===== src/rtl/gpx2_echo_select.sv =====
// gpx2_echo_select
//   Multi-echo GPX2 result processor. A read request latches one start stamp
//   and ECHO_NUM rise/fall stamp pairs. The block converts each stamp to a
//   linear time relative to start, qualifies each echo, and selects one echo
//   by mode. It then presents the selected {rise, fall} pair with a one-cycle
//   strobe.
// Ports:
//   i_clk, i_rst         clock, async active-high reset
//   i_gpx2_rdresult      read request (sampled in IDLE only)
//   i_sel_mode           0 first valid, 1 widest, 2 last valid, 3 as 0
//   i_result_start       raw start stamp
//   i_result_rise/fall   raw stop stamps, echo k at slice k
//   o_gpx2_result        {rise, fall} of the selected echo
//   o_gpx2_signal        one-cycle result-valid strobe
//   o_hit/o_echo_idx/o_echo_cnt  selection summary
//   o_busy               high outside IDLE
module gpx2_echo_select #(
    parameter int ECHO_NUM = 2,
    parameter int REF_DIV  = 40000,
    parameter int REFIDX_W = 8,
    parameter int STOP_W   = 16,
    parameter int TIME_W   = 32
) (
    input  logic                         i_clk,
    input  logic                         i_rst,
    input  logic                         i_gpx2_rdresult,
    input  logic [1:0]                   i_sel_mode,
    input  logic [TIME_W-1:0]            i_result_start,
    input  logic [ECHO_NUM*TIME_W-1:0]   i_result_rise,
    input  logic [ECHO_NUM*TIME_W-1:0]   i_result_fall,
    output logic [2*TIME_W-1:0]          o_gpx2_result,
    output logic                         o_gpx2_signal,
    output logic                         o_hit,
    output logic [2:0]                   o_echo_idx,
    output logic [3:0]                   o_echo_cnt,
    output logic                         o_busy
);

    localparam int            IW     = (ECHO_NUM > 1) ? $clog2(ECHO_NUM) : 1;
    localparam logic [IW-1:0] K_LAST = IW'(ECHO_NUM - 1);

    typedef enum logic [2:0] {S_IDLE, S_LATCH, S_CONVERT, S_SELECT, S_OUTPUT} state_t;

    state_t                            state_q;
    logic [1:0]                        mode_q;
    logic [TIME_W-1:0]                 start_q;
    logic [ECHO_NUM-1:0][TIME_W-1:0]   rise_q, fall_q;
    logic [ECHO_NUM-1:0][TIME_W-1:0]   trise_q, tfall_q;
    logic [ECHO_NUM-1:0]               ev_q;
    logic [IW-1:0]                     k_q, sel_q;
    logic                              found_q;
    logic [TIME_W-1:0]                 best_q;
    logic [3:0]                        cnt_q;

    // Linear stop-counter time of a raw word, truncated to TIME_W.
    function automatic logic [TIME_W-1:0] lin(input logic [TIME_W-1:0] w);
        return TIME_W'(w[STOP_W +: REFIDX_W]) * TIME_W'(REF_DIV) + TIME_W'(w[STOP_W-1:0]);
    endfunction

    // Conversion of echo k_q (CONVERT) and selection decision (SELECT).
    logic [TIME_W-1:0] cr, cf, st_lin, tr_c, tf_c, w_c;
    logic              rv, fv, ev_c, take_c;

    always_comb begin
        cr     = rise_q[k_q];
        cf     = fall_q[k_q];
        st_lin = lin(start_q);
        // All-ones marks an empty stop slot; a stamp not after start is bogus.
        rv     = (cr != '1) && (cr > start_q);
        fv     = (cf != '1) && (cf > start_q);
        tr_c   = rv ? lin(cr) - st_lin : '0;
        tf_c   = fv ? lin(cf) - st_lin : '0;
        ev_c   = rv && fv && (tf_c > tr_c);

        w_c    = tfall_q[k_q] - trise_q[k_q];
        case (mode_q)
            2'd1:    take_c = ev_q[k_q] && (!found_q || (w_c > best_q)); // ties keep lower index
            2'd2:    take_c = ev_q[k_q];
            default: take_c = ev_q[k_q] && !found_q;
        endcase
    end

    always_ff @(posedge i_clk or posedge i_rst) begin
        if (i_rst) begin
            state_q       <= S_IDLE;
            mode_q        <= '0;
            start_q       <= '0;
            rise_q        <= '0;
            fall_q        <= '0;
            trise_q       <= '0;
            tfall_q       <= '0;
            ev_q          <= '0;
            k_q           <= '0;
            sel_q         <= '0;
            found_q       <= 1'b0;
            best_q        <= '0;
            cnt_q         <= '0;
            o_gpx2_result <= '0;
            o_gpx2_signal <= 1'b0;
            o_hit         <= 1'b0;
            o_echo_idx    <= '0;
            o_echo_cnt    <= '0;
            o_busy        <= 1'b0;
        end else begin
            o_gpx2_signal <= 1'b0;
            case (state_q)
                S_IDLE: begin
                    if (i_gpx2_rdresult) begin
                        state_q <= S_LATCH;
                        o_busy  <= 1'b1;
                    end
                end
                S_LATCH: begin
                    start_q <= i_result_start;
                    rise_q  <= i_result_rise;
                    fall_q  <= i_result_fall;
                    mode_q  <= i_sel_mode;
                    ev_q    <= '0;
                    k_q     <= '0;
                    sel_q   <= '0;
                    found_q <= 1'b0;
                    best_q  <= '0;
                    cnt_q   <= '0;
                    state_q <= S_CONVERT;
                end
                S_CONVERT: begin
                    trise_q[k_q] <= tr_c;
                    tfall_q[k_q] <= tf_c;
                    ev_q[k_q]    <= ev_c;
                    if (k_q == K_LAST) begin
                        k_q     <= '0;
                        state_q <= S_SELECT;
                    end else begin
                        k_q <= k_q + IW'(1);
                    end
                end
                S_SELECT: begin
                    if (ev_q[k_q]) cnt_q <= cnt_q + 4'd1;
                    if (take_c) begin
                        found_q <= 1'b1;
                        sel_q   <= k_q;
                        best_q  <= w_c;
                    end
                    if (k_q == K_LAST) begin
                        k_q     <= '0;
                        state_q <= S_OUTPUT;
                    end else begin
                        k_q <= k_q + IW'(1);
                    end
                end
                S_OUTPUT: begin
                    o_gpx2_signal <= 1'b1;
                    o_busy        <= 1'b0;
                    state_q       <= S_IDLE;
                    if (found_q) begin
                        o_gpx2_result <= {trise_q[sel_q], tfall_q[sel_q]};
                        o_echo_idx    <= 3'(sel_q);
                        o_echo_cnt    <= cnt_q;
                        o_hit         <= 1'b1;
                    end else begin
                        o_gpx2_result <= '0;
                        o_echo_idx    <= '0;
                        o_echo_cnt    <= '0;
                        o_hit         <= 1'b0;
                    end
                end
                default: state_q <= S_IDLE;
            endcase
        end
    end

endmodule

===== config.mk =====
export PLATFORM = sky130hd
export DESIGN_NAME = gpx2_echo_select
export DESIGN_NICKNAME = d
export VERILOG_FILES = /design/src/rtl/gpx2_echo_select.sv
export SDC_FILE = /design/constraint.sdc
export NUM_CORES = 2
export LEC_CHECK = 0
export ABC_AREA = 1
export CELL_PAD_IN_SITES_DETAIL_PLACEMENT = 2
export CELL_PAD_IN_SITES_GLOBAL_PLACEMENT = 2
export CORE_MARGIN = 1
export CORE_UTILIZATION = 37
export DETAILED_ROUTE_END_ITERATION = 10
export PLACE_DENSITY = 0.85
export RECOVER_POWER = 25
export SLEW_MARGIN = 10
export SYNTH_ARGS = -nofsm -noshare
export SYNTH_HDL_FRONTEND = slang
export SYNTH_SLANG_ARGS = --single-unit

===== constraint.sdc =====
create_clock -name i_clk -period 38.7 [get_ports i_clk]
set_input_delay 9.675 -clock i_clk [delete_from_list [all_inputs] [get_ports i_clk]]
set_output_delay 9.675 -clock i_clk [all_outputs]
set_load 0.01 [all_outputs]

==> impl_metrics.ini <==
[die]
core_um2 = 77470
dieArea_um2 = 79300
die_h_um = 281.6
die_w_um = 281.6
initial_core_util = 0.3734
rows = 102
io_pins = 239

[drt]
first_pass_iters = 7
vias = 28130
drt-total-wl_mm = 123.0
final_antenna_net_count = 0
wl_per_cell_um = 23.70
vias_per_cell = 5.420
drc = 0
first_iter_violations = 1365

[timing]
tns_ps = 0
slew_viol_final = 267
max_slew.worst_pin.slew_ps = 3138
fin_crit_sh = 0.3362
max_freq_mhz = 76.85
max_slew_margin = -1.092
setup_viol = 0
final_hold_viol_count = 0
layout_min_cycle_time_ps = 13010
fin_skew_ps = 22.95
rsz0062_at_grt = false

[cells_and_area]
n_antenna_cell = 0
multi_input_area_um2 = 16860
nets = 4685
drive_gt1_frac = 0.03494
syn_to_final_growth_pct = 16.45
regArea_um2 = 9260
fillerInstances = 9067

[clock_tree]
cts_resized = 0
cts-root-buf = clkbuf_16
cts_tree = yes
cts_num_sinks = 370
cts.htree.levels = 2
post_cts_buffers = 0
clk_path_buf_depth = 3
cts_hold_buf = 0
path_clk_slew_ps = 60
numCtsBuffers = 45
clock_latency_ps = 620

[critical_path]
endpoint = fall_q[33]
critPathCaptureType = asynchronous set/reset pin
ff2ff_path_depth = 36
critPathMaxFanout = 118
worst_ep_arrival_time_ps = 13580
worstReg2RegEnd = ev_q[0]
r2r_slack_ps = 26790
timing.rr.start = k_q
critical_path_class = in -> async
timing.critical_path.from = i_rst
required_ps = 39270
critPathLaunchType = primary input

[logic_synthesis]
avgSynthCellArea_um2 = 7.364
async_reset_ff_frac = 1.000
synth_top_cell_area_share = 0.3201
syn_area_um2 = 28930
synth_cell_type_count = 49
synth-seq-cells = 370
synth-main-ff-cell = dfrtp_1
synth_most_common_cell = nand2_1
synth_warnings = 0
synth_top_cell_by_area = dfrtp_1
netlist_top_cells_area = dfrtp_1 (32%), nand2_1 (17%), ha_1 (15%)
synth-edff-count = 0
synth-seq-area-share = 0.3201
synth_cells = 3928
synthTopCellsByCount = nand2_1 (1303), inv_1 (535), dfrtp_1 (370), ha_1 (340), nor2_1 (233)

[job]
cap_violations = 6

[global_routing]
grt_pass1_wl_mm = 189.3
gr-usage-met1 = 0.3530
grt_pass1_vias = 31910
grt_busiest_layer = met2
grt_use_met3 = 0.04143
grt_max_degree = 226
grt_util_met2 = 0.5707
grtUsageTotal = 0.3121
overflow = 0
antenna_found_initial = 0

[placed_design]
dp.final_hpwl_mm = 90.85
port_buffers = 236
finalWeightedCongestion = 0.9511

[outcome]
violations = capacitance limit, slew limit
status = finished, violations left

[hold_path]
min-delay-start = best_q[16]
min_path_type = reg -> reg
[registers in the layout (all words and copies together) (netlist names), 2 cells and up]
register,flops
tfall_q,52
o_echo_cnt,4
cnt_q,4
o_gpx2_result,52
rise_q,64
ev_q,2
mode_q,2
trise_q,52
fall_q,64
best_q,32
state_q,3
start_q,32
[critical path, cell delays in order]
cell	delay (ps)
clkdlybuf4s50_1	490
inv_8	540
buf_4	700
buf_4	850
buf_4	960
[cells in the final DEF, fill, tap and decap left out, types with 3 or more instances in the layout]
cell type | synthesis | layout
a211oi_1 | 3 | 3
a21o_1 | 7 | 7
a21oi_1 | 191 | 192
a31oi_1 | 4 | 4
and2_1 | 7 | 7
buf_4 | 17 | 27
bufinv_16 | 0 | 4
clkbuf_1 | 87 | 10
clkbuf_16 | 0 | 45
clkbuf_8 | 0 | 15
clkdlybuf4s50_1 | 0 | 236
clkinv_2 | 0 | 9
dfrtp_1 | 370 | 369
fa_1 | 66 | 66
ha_1 | 340 | 340
inv_1 | 535 | 535
inv_2 | 6 | 4
mux2i_1 | 45 | 45
nand2_1 | 1303 | 1309
nand3_1 | 126 | 130
nand3b_1 | 17 | 17
nand4_1 | 36 | 36
nor2_1 | 233 | 249
nor2_2 | 21 | 5
nor3_1 | 24 | 25
o21a_1 | 12 | 12
o21ai_0 | 213 | 246
o21ai_1 | 45 | 15
o21ai_2 | 8 | 5
o21bai_1 | 14 | 14
o22ai_1 | 56 | 56
or2_2 | 15 | 15
xnor2_1 | 14 | 14
xor2_1 | 54 | 54
[metrics by stage]
step	cell area (µm²)	hold slack [ps]	std cells	util	worst slack (ps)
floorplan	28930	434.5	3929	-	18750
global placement	32250	450.5	5107	0.4163	25060
detailed placement	32250	458.8	5107	0.4163	25030
CTS	33860	476.9	5190	0.4371	25620
global route	33690	490.6	5190	0.4348	25260
finish	33690	473.9	5190	0.4348	25690
[cell families (layout without fill, tap and decap cells)]
group,count (synthesis),in the layout,share of synthesized area
DFF,370,370,0.3201
and+or+nand+nor,1800,1800,0.2527
buffers and inverters,675,896,0.09295
adders and majority gates,406,406,0.1927
muxes,45,45,0.01557
AOI/OAI and AO/OA,563,563,0.1052
xor gates and xnor gates,68,68,0.02059
other,1,2,0.0001296
[per-layer routing]
| metal | vias to the layer above | wire length, µm |
|---|---|---|
| met1 | 14260 | 48270 |
| met4 | 0 | 6736 |
| met5 | - | 0 |
| met2 | 690 | 63410 |
| met3 | 334 | 4608 |
| li1 | 12850 | - |
[cell type report]
| type | count | area share |
|---|---|---|
| well taps | 1040 | 0.03863 |
| multi-input cells | 2884 | 0.5005 |
| clock buffers | 64 | 0.04000 |
| clock inverters | 19 | 0.007763 |
| inverters | 543 | 0.06084 |
| repair buffers | 270 | 0.07741 |
| flip-flops and latches | 370 | 0.2749 |
[worst min-delay path by stage]
stage                 end  slack [ps]  depth (start not counted)
5_1_grt         best_q[7]         490                          2
6_report       best_q[16]         470                          2
3_3_place_gp   fall_q[49]         450                          2
4_1_cts         best_q[7]         480                          2
3_5_place_dp   rise_q[55]         460                          2
2_1_floorplan  fall_q[49]         430                          2
Power is not shown: default switching activity piles up to over one toggle a cycle in this logic, so the estimate is an artifact.
